--- src/rtl/ppfifo_to_image.sv ---
// ppfifo_to_image: drains 32-bit pixel words from a ppfifo read port and
// regenerates a raster stream (hsync = active pixel, vsync = active frame).
// Raster timing is free-running once started; missing data shows up as
// black pixels flagged with o_underflow rather than as a stall.
module ppfifo_to_image #(
    parameter int H_ACTIVE = 256,
    parameter int H_BLANK  = 85,
    parameter int V_ACTIVE = 240,
    parameter int V_BLANK  = 22
) (
    input  logic        clk,
    input  logic        rst,
    input  logic        i_enable,
    output logic        o_hsync,
    output logic        o_vsync,
    output logic [2:0]  o_red,
    output logic [2:0]  o_green,
    output logic [1:0]  o_blue,
    output logic        o_frame_finished,
    output logic        o_underflow,
    input  logic        i_rfifo_ready,
    output logic        o_rfifo_activate,
    input  logic [23:0] i_rfifo_size,
    output logic        o_rfifo_strobe,
    input  logic [31:0] i_rfifo_data
);

    localparam int H_TOTAL = H_ACTIVE + H_BLANK;
    localparam int V_TOTAL = V_ACTIVE + V_BLANK;
    localparam int HW      = $clog2(H_TOTAL);
    localparam int VW      = $clog2(V_TOTAL);

    localparam logic [HW-1:0] H_ACT_C    = HW'(H_ACTIVE);
    localparam logic [HW-1:0] H_ACT_LAST = HW'(H_ACTIVE - 1);
    localparam logic [HW-1:0] H_LAST     = HW'(H_TOTAL - 1);
    localparam logic [VW-1:0] V_ACT_C    = VW'(V_ACTIVE);
    localparam logic [VW-1:0] V_LAST     = VW'(V_TOTAL - 1);

    typedef enum logic {IDLE, RUN} state_t;

    state_t        state;
    logic [HW-1:0] h_p0;
    logic [VW-1:0] v_p0;
    logic [23:0]   rd_cnt;

    logic line_act_p0;
    logic active_px_p0;
    logic usable_p0;
    logic acquire;
    logic unused_data;

    // Only the low byte carries the pixel; the upper bits are don't-care.
    assign unused_data = ^i_rfifo_data[31:8];

    assign line_act_p0  = (state == RUN) && (v_p0 < V_ACT_C);
    assign active_px_p0 = line_act_p0 && (h_p0 < H_ACT_C);

    // A word is usable only once activate is registered high and the block
    // still holds words; this also covers a zero-sized block.
    assign usable_p0 = o_rfifo_activate && (rd_cnt < i_rfifo_size);

    // Strobe is combinational so the pop lands on the same edge that
    // captures the word into the colour registers.
    assign o_rfifo_strobe = active_px_p0 && usable_p0;

    // Blocks are taken at frame start or outside active pixels, so a short
    // block never gets topped up by the next line's data mid-line.
    assign acquire = !o_rfifo_activate && i_rfifo_ready &&
                     (((state == IDLE) && i_enable) || ((state == RUN) && !active_px_p0));

    // Raster state and h/v counters; enable is only honoured at frame end.
    always_ff @(posedge clk or negedge rst) begin
        if (!rst) begin
            state <= IDLE;
            h_p0  <= '0;
            v_p0  <= '0;
        end else begin
            case (state)
                IDLE: begin
                    h_p0 <= '0;
                    v_p0 <= '0;
                    if (i_enable && (i_rfifo_ready || o_rfifo_activate))
                        state <= RUN;
                end
                default: begin
                    if (h_p0 == H_LAST) begin
                        h_p0 <= '0;
                        if (v_p0 == V_LAST) begin
                            v_p0 <= '0;
                            if (!i_enable)
                                state <= IDLE;
                        end else begin
                            v_p0 <= v_p0 + 1'b1;
                        end
                    end else begin
                        h_p0 <= h_p0 + 1'b1;
                    end
                end
            endcase
        end
    end

    // Block ownership: acquire, count pops, release on exhaustion or line end.
    always_ff @(posedge clk or negedge rst) begin
        if (!rst) begin
            o_rfifo_activate <= 1'b0;
            rd_cnt           <= '0;
        end else if (acquire) begin
            o_rfifo_activate <= 1'b1;
            rd_cnt           <= '0;
        end else if (o_rfifo_activate) begin
            if (o_rfifo_strobe)
                rd_cnt <= rd_cnt + 24'd1;
            if (!usable_p0)
                o_rfifo_activate <= 1'b0;
            else if (o_rfifo_strobe && ((rd_cnt + 24'd1) == i_rfifo_size))
                o_rfifo_activate <= 1'b0;
            else if (active_px_p0 && (h_p0 == H_ACT_LAST))
                o_rfifo_activate <= 1'b0;
        end
    end

    // ---- stage p0 -> p1: registered raster outputs, one cycle behind counters
    always_ff @(posedge clk or negedge rst) begin
        if (!rst) begin
            o_hsync          <= 1'b0;
            o_vsync          <= 1'b0;
            o_frame_finished <= 1'b0;
            o_underflow      <= 1'b0;
            o_red            <= '0;
            o_green          <= '0;
            o_blue           <= '0;
        end else begin
            o_hsync          <= active_px_p0;
            o_vsync          <= line_act_p0;
            o_frame_finished <= o_vsync && !line_act_p0;
            o_underflow      <= active_px_p0 && !usable_p0;
            if (o_rfifo_strobe) begin
                o_red   <= i_rfifo_data[7:5];
                o_green <= i_rfifo_data[4:2];
                o_blue  <= i_rfifo_data[1:0];
            end else begin
                o_red   <= '0;
                o_green <= '0;
                o_blue  <= '0;
            end
        end
    end

endmodule

--- config.mk ---
export PLATFORM = sky130hd
export DESIGN_NAME = ppfifo_to_image
export DESIGN_NICKNAME = d
export VERILOG_FILES = /design/src/rtl/ppfifo_to_image.sv
export SDC_FILE = /design/constraint.sdc
export NUM_CORES = 1
export LEC_CHECK = 0
export ABC_AREA = 1
export BUFFER_PORTS_ARGS = -buffer_cell sky130_fd_sc_hd__clkbuf_2
export CAP_MARGIN = 10
export CORE_MARGIN = 2
export CORE_UTILIZATION = 34
export DETAILED_ROUTE_END_ITERATION = 8
export PLACE_DENSITY = 0.61
export SETUP_SLACK_MARGIN = 0.4
export SYNTH_ARGS = -nofsm -noshare
export SYNTH_HDL_FRONTEND = slang
export SYNTH_SLANG_ARGS = --single-unit
export TNS_END_PERCENT = 50
--- constraint.sdc ---
create_clock -name clk -period 2.05 [get_ports clk]
set_input_delay 0.1025 -clock clk [delete_from_list [all_inputs] [get_ports clk]]
set_output_delay 0.1025 -clock clk [all_outputs]
set_load 0.03 [all_outputs]
==> summary.txt, run 1 <==
STA
  – Final Setup Violations: 14
  – Final Hold Vio Count: 0
  – Final Cycle Share: 1.06
  – Worst relative slew slack: 0.483
  – RSZ-0062 raised after global routing: true
  – Tmin final: 2.17 ns
  – Final WS setup: -0.120 ns
  – Least-Margin Pin Slew: 0.776 ns
  – Worst Skew: 0.0115 ns
  – F_max: 461 MHz
  – Pins Over Slew Limit: 0

Route
  – 1st-iter DRT viols: 257
  – ANT nets after route: 0
  – Drt pass-1 iters: 4
  – Vias/cell: 4.93
  – Routed WL: 12,100 µm
  – Post-route DRC: 0
  – WL/cell: 13.9 µm
  – DR vias: 4,300

Floorplanning
  – Die W: 114 µm
  – Die ar.: 12,900 µm²
  – FP Rows: 40
  – Core area: 11,900 µm²
  – Die Height: 114 µm
  – I/O pin cnt: 74
  – Initial Utilization: 0.345

Final layout
  – Fin nets: 815
  – Antenna diodes: 0
  – Fillers: 1,157
  – Post-route cell area: 5740 µm²
  – Synth-to-layout area growth: 40.1%
  – Layout cells sized above 1: 0.298

Worst hold path
  – HP Class: in -> reg
  – Worst Hold Launch: i_enable

Critical path
  – Peak fanout along the critical path: 2
  – Worst R2R Setup Slack: -0.07 ns
  – Critical path's largest stage delay: 0.40 ns
  – WP data required: 1.95 ns
  – Kind of critical path: reg -> out
  – CP Cell Sequence: ha_1 > a21oi_2 > nor2_1 > o21ai_1 > o211a_1 > nand3_4 > nor2_4 > buf_6 > buf_8
  – Critical path launch point: rd_cnt[17]$_DFFE_PN0P_
  – Slowest CP cell: dfrtp_1
  – CP Launch Type: register
  – CP Capture Type: primary output
  – CP arrival: 2.07 ns
  – RR Startpoint: rd_cnt[5]$_DFFE_PN0P_

Global route
  – Total track usage: 0.198
  – Vias in the first global route: 4,392
  – First-pass GRT wire length: 20,400 µm
  – Overflow after GRT: 0
  – Pin count of the biggest net entering global routing: 57
  – Antenna violations before repair: 0

Status
  – Failing checks: negative setup slack
  – Status: complete, but fails checks

Yosys
  – Ys Warns: 0
  – Cells after Synth: 602
  – Post-synthesis area per instance: 6.80 µm²
  – Synth Net Count: 692
  – Synthesis-stage register bit count: 56
  – Seq/Total Area, Yosys: 0.342
  – Synth Cell Area: 4100 µm²
  – Distinct cells, synth: 33

Power
  – Switching Fraction: 0.366
  – Worst vdd ir: 0.813 mV
  – Combinational share of power: 0.425
  – Pint: 0.00249 W
  – Sequential share of power: 0.343
  – Clock group share of total power: 0.232
  – Sw Pwr: 0.00143 W
  – Leak Pwr: 2.98 nW
  – Pwr per Cell Area: 683 nW/µm²

Placement
  – RD Place Congestion: 0.878
  – Dpl hpwl: 8520 µm
  – Area after DPL: 4890 µm²
  – Dpl ws: -0.142 ns
  – Input/output buffers: 49

CTS
  – Clk root buf: clkbuf_16
  – CTS Buf Count: 5
  – Clock tree buffer depth: 2
  – CTS tree: built
  – Clock transition at path regs: 0.08 ns
  – Clock Latency Late Sink: 0.31 ns
  – CTS Sinks: 56
  – H-tree depth: 2

Job
  – Max-cap violations: 0
path summary, 6_finish.rpt:
check | end | cells past startpoint
max reg2reg | o_rfifo_activate$_DFF_PN0_ | 16
min | state$_DFF_PN0_ | 3
min reg2reg | h_p0[0]$_DFF_PN0_ | 1
min in group asynchronous | rd_cnt[4]$_DFFE_PN0P_ | 3
max in group asynchronous | rd_cnt[2]$_DFFE_PN0P_ | 3
max | o_rfifo_strobe | 9
layout by cell type, fill, tap and decap left out, drive strengths merged, types with 2 or more instances in the layout:
| cell | count |
|---|---|
| nand2 | 182 |
| inv | 93 |
| nand3 | 80 |
| nor2 | 72 |
| buf | 67 |
| dfrtp | 56 |
| clkbuf | 53 |
| ha | 30 |
| a21oi | 22 |
| o21ai | 22 |
| dlygate4sd3 | 9 |
| nand4 | 8 |
| nor3 | 6 |
| a31oi | 3 |
| nand3b | 3 |
| xor3 | 2 |
| o31ai | 2 |
| o22ai | 2 |
| xor2 | 2 |
| a211oi | 2 |
| nor4 | 2 |
through the flow:
step	utilization	hold WS, ns	cells	setup TNS, ns	total power [W]
2_1_floorplan	-	-0.193	602	0	0.00215
3_3_place_gp	0.413	0.297	834	-1.04	0.00263
3_5_place_dp	0.413	0.299	834	-2.85	0.00268
4_1_cts	0.468	0.0533	869	-0.152	0.00388
6_report	0.484	0.0598	873	-0.500	0.00392
5_1_grt	0.484	0.0728	873	-4.29	0.00422
power groups by stage:
stage / registers [W] / logic (W) / clock network (W)
floorplan: 0.00142 / 0.000723 / 0
global placement: 0.00134 / 0.00130 / 0
detailed placement: 0.00134 / 0.00134 / 0
CTS: 0.00134 / 0.00160 / 0.000946
global route: 0.00136 / 0.00189 / 0.000972
finish: 0.00134 / 0.00167 / 0.000909
registers in the layout (all words and copies together) (netlist names):
| name | count |
|---|---|
| rd_cnt | 24 |
| o_vsync | 1 |
| o_blue | 2 |
| o_frame_finished | 1 |
| o_hsync | 1 |
| o_red | 3 |
| o_green | 3 |
| v_p0 | 9 |
| o_underflow | 1 |
| o_rfifo_activate | 1 |
| state | 1 |
| h_p0 | 9 |
worst max-delay path: cells and delay by family (launching register included):
kind | cells | cell delay (ns)
compound gates | 3 | 0.49
buf+inv | 2 | 0.26
fa+ha+maj | 1 | 0.31
flops | 1 | 0.40
simple gates | 3 | 0.31
per-layer routing:
layer,track usage,share of wire,up-vias
li1,-,-,2182
met1,0.249,0.44,2015
met2,0.343,0.50,84
met5,0,0,-
met3,0.0399,0.039,19
met4,0.0585,0.020,0
cells by family after synthesis:
family	synth area share
AO/OA/AOI/OAI	0.0791
buffers and inverters	0.0938
flip-flops	0.342
XOR/XNOR	0.0159
AND/OR/NAND/NOR	0.377
adder cells (fa/ha/maj)	0.0917
what timing repair did:
item | CTS | global route
resized for setup | 65 | 44
hold endpoints to repair | 45 | 0
setup endpoints to repair | 36 | 46
gates cloned | 1 | 0
pin swaps | 20 | 34
buffers inserted | 17 | 4
hold buffers | 9 | 0
cell usage after synthesis:
| cell type | n | share of area |
|---|---|---|
| nand2_1 | 178 | 0.16 |
| inv_1 | 88 | 0.081 |
| nand3_1 | 79 | 0.097 |
| nor2_1 | 62 | 0.057 |
| dfrtp_1 | 56 | 0.34 |
| ha_1 | 30 | 0.092 |
| a21oi_1 | 22 | 0.027 |
| o21ai_0 | 16 | 0.020 |
| nand4_1 | 8 | 0.012 |
| buf_2 | 7 | 0.0086 |
| nor2_2 | 6 | 0.0092 |
| o21ai_1 | 6 | 0.0073 |
| nand2_2 | 4 | 0.0061 |
| nor2_4 | 4 | 0.011 |
| nor3_1 | 4 | 0.0049 |
| a31oi_1 | 3 | 0.0046 |
| inv_2 | 3 | 0.0027 |
| nand3b_1 | 3 | 0.0055 |
| a211oi_1 | 2 | 0.0037 |
| clkbuf_1 | 2 | 0.0018 |
| nor3_2 | 2 | 0.0049 |
| nor4_1 | 2 | 0.0031 |
| o22ai_1 | 2 | 0.0031 |
| o31ai_1 | 2 | 0.0037 |
| xor2_1 | 2 | 0.0043 |
| xor3_1 | 2 | 0.012 |
| a21o_1 | 1 | 0.0018 |
| nand3_2 | 1 | 0.0024 |
| o2111ai_1 | 1 | 0.0021 |
| o211a_1 | 1 | 0.0024 |
| o21a_1 | 1 | 0.0018 |
| o32ai_1 | 1 | 0.0021 |
| or2_2 | 1 | 0.0015 |
area by class of cell:
| cell class | count | area, µm² | area share |
|---|---|---|---|
| multi-input cells | 446 | 2700 | 0.471 |
| flip-flops and latches | 56 | 1400 | 0.244 |
| repair buffers | 124 | 923 | 0.161 |
| inverters | 91 | 360 | 0.0628 |
| well taps | 147 | 184 | 0.0320 |
| clock buffers | 5 | 125 | 0.0218 |
| clock inverters | 3 | 21.3 | 0.00371 |
| repair inverters | 1 | 20.0 | 0.00349 |
Note: power is estimated with default switching activity, not from simulation.
==> run 2, diff against run 1 <==
HOLD_SLACK_MARGIN = 0.08   (was unset)
==> summary.txt, run 2 (synthesized netlist as in run 1, its figures left out) <==
Status
  – Status: complete, but fails checks (unchanged)
  – Failing checks: negative setup slack (unchanged)

Placement
  – Input/output buffers: 49 (unchanged)
  – Area after DPL: 4890 µm² (unchanged)
  – RD Place Congestion: 0.878 (unchanged)
  – Cells after DPL: 834 (unchanged)
  – Dpl ws: -0.142 ns (unchanged)
  – Dpl hpwl: 8520 µm (unchanged)

Final layout
  – Fillers: 1,155 (was 1,157)
  – Layout Cells excl Fill: 875 (was 873)
  – Sequential cell area: 1400 µm² (unchanged)
  – Antenna diodes: 0 (unchanged)
  – Post-route cell area: 5760 µm² (was 5740 µm²)
  – Biggest register: rd_cnt (unchanged)
  – Most frequent cells in the layout: 163 x nand2_1, 84 x inv_1, 66 x nand3_1 (unchanged)
  – Synth-to-layout area growth: 40.6% (was 40.1%)
  – Fin nets: 817 (was 815)
  – Multi-input gate area: 2700 µm² (unchanged)
  – Top flop regs: rd_cnt x24, h_p0 x9, v_p0 x9 (unchanged)
  – Max reg flops: 24 (unchanged)
  – Commonest non-fill, non-tap cell in the layout: nand2_1 (unchanged)
  – Layout cells sized above 1: 0.297 (was 0.298)

STA
  – Final WS setup: -0.133 ns (was -0.120 ns)
  – Final Cycle Share: 1.07 (was 1.06)
  – Worst Skew: 0.0116 ns (was 0.0115 ns)
  – Final Setup Violations: 15 (was 14)
  – Final Hold Vio Count: 0 (unchanged)
  – Setup tns final: -0.678 ns (was -0.500 ns)
  – Tmin final: 2.18 ns (was 2.17 ns)
  – Worst relative slew slack: 0.484 (was 0.483)
  – Least-Margin Pin Slew: 0.775 ns (was 0.776 ns)
  – RSZ-0062 raised after global routing: true (unchanged)
  – Pins Over Slew Limit: 0 (unchanged)
  – F_max: 458 MHz (was 461 MHz)

Route
  – Drt pass-1 iters: 4 (unchanged)
  – Post-route DRC: 0 (unchanged)
  – ANT nets after route: 0 (unchanged)
  – DR vias: 4,302 (was 4,300)
  – Routed WL: 12,100 µm (about the same)
  – 1st-iter DRT viols: 248 (was 257)
  – Vias/cell: 4.92 (was 4.93)
  – WL/cell: 13.8 µm (was 13.9 µm)

CTS
  – Clock transition at path regs: 0.08 ns (about the same)
  – CTS tree: built (unchanged)
  – H-tree depth: 2 (unchanged)
  – CTS Sinks: 56 (unchanged)
  – Clock Latency Late Sink: 0.31 ns (about the same)
  – CTS Buf Count: 5 (unchanged)
  – Clock tree buffer depth: 2 (unchanged)
  – Clk root buf: clkbuf_16 (unchanged)

Critical path
  – Kind of critical path: reg -> out (unchanged)
  – WP data required: 1.95 ns (about the same)
  – CP Capture Type: primary output (unchanged)
  – Peak fanout along the critical path: 2 (unchanged)
  – CP Launch Type: register (unchanged)
  – CP arrival: 2.08 ns (was 2.07 ns)

Worst hold path
  – HP Class: in -> reg (unchanged)

Job
  – Max-cap violations: 0 (unchanged)

Floorplanning
  – I/O pin cnt: 74 (unchanged)
  – Die Height: 114 µm (unchanged)
  – Core area: 11,900 µm² (unchanged)
  – Die W: 114 µm (unchanged)
  – Initial Utilization: 0.345 (unchanged)
  – Die ar.: 12,900 µm² (unchanged)
  – FP Rows: 40 (unchanged)

Global route
  – Pin count of the biggest net entering global routing: 57 (unchanged)
  – Total track usage: 0.198 (about the same)
  – First-pass GRT wire length: 20,400 µm (about the same)
  – Antenna violations before repair: 0 (unchanged)
  – Overflow after GRT: 0 (unchanged)
  – Vias in the first global route: 4,404 (was 4,392)

Power
  – Worst vdd ir: 0.812 mV (was 0.813 mV)
  – Leak Pwr: 2.98 nW (about the same)
  – Pwr per Cell Area: 681 nW/µm² (was 683 nW/µm²)
  – Power Total: 0.00392 W (about the same)
[run 2: area by class of cell]
type / count / area share
clock buffer: 5 / 0.0217
sequential: 56 / 0.244
timing repair inverter: 1 / 0.00348
multi-input combinational: 446 / 0.469
timing repair buffer: 126 / 0.164
inverter: 91 / 0.0626
tap: 147 / 0.0319
clock inverter: 3 / 0.00369
[run 2: what timing repair did]
action / CTS / global route
gates resized for setup: 65 / 44
cloned: 1 / 0
endpoints found under the hold margin: 65 / 0
hold buffers: 11 / 0
buffers inserted: 17 / 4
pin swaps: 20 / 34
setup endpoints to repair: 36 / 46
[run 2: path summary, 6_finish.rpt]
| path | cells after the start | from | slack [ns] | to |
|---|---|---|---|---|
| max | 9 | rd_cnt[17]$_DFFE_PN0P_ | -0.13 | o_rfifo_strobe |
| min in group asynchronous | 3 | rst | 0.49 | rd_cnt[4]$_DFFE_PN0P_ |
| max in group asynchronous | 3 | rst | 1.03 | rd_cnt[2]$_DFFE_PN0P_ |
| min | 4 | i_rfifo_ready | 0.32 | o_rfifo_activate$_DFF_PN0_ |
| max reg2reg | 16 | rd_cnt[5]$_DFFE_PN0P_ | -0.07 | o_rfifo_activate$_DFF_PN0_ |
| min reg2reg | 1 | h_p0[0]$_DFF_PN0_ | 0.47 | h_p0[0]$_DFF_PN0_ |
[run 2: layer usage]
metal / vias to the layer above / routed length, µm / global-route usage
met5: - / 0 / 0
met4: 0 / 245 / 0.0585
met3: 19 / 425 / 0.0393
met2: 78 / 6030 / 0.344
met1: 2020 / 5410 / 0.250
li1: 2185 / - / -
[run 2: stage by stage]
step                utilization  hold slack, ns
finish                    0.486           0.324
global route              0.486           0.348
CTS                       0.470           0.319
detailed placement        0.413           0.299
global placement          0.413           0.297
floorplan                     -          -0.193
[run 2: power breakdown]
part | internal [W] | switching [W] | leakage (nW) | total, W
Combinational | 0.000799 | 0.000872 | 2.18 | 0.00167
Sequential | 0.00123 | 0.000112 | 0.733 | 0.00134
Clock | 0.000457 | 0.000451 | 0.0702 | 0.000908
[run 2: worst max-delay path, stage by stage, from the launching register on]
cell and delay [ns]:
dfrtp_1 0.40, ha_1 0.31, a21oi_2 0.13, nor2_1 0.07, o21ai_1 0.14, o211a_1 0.23, nand3_4 0.10, nor2_4 0.14
buf_6 0.14, buf_8 0.12
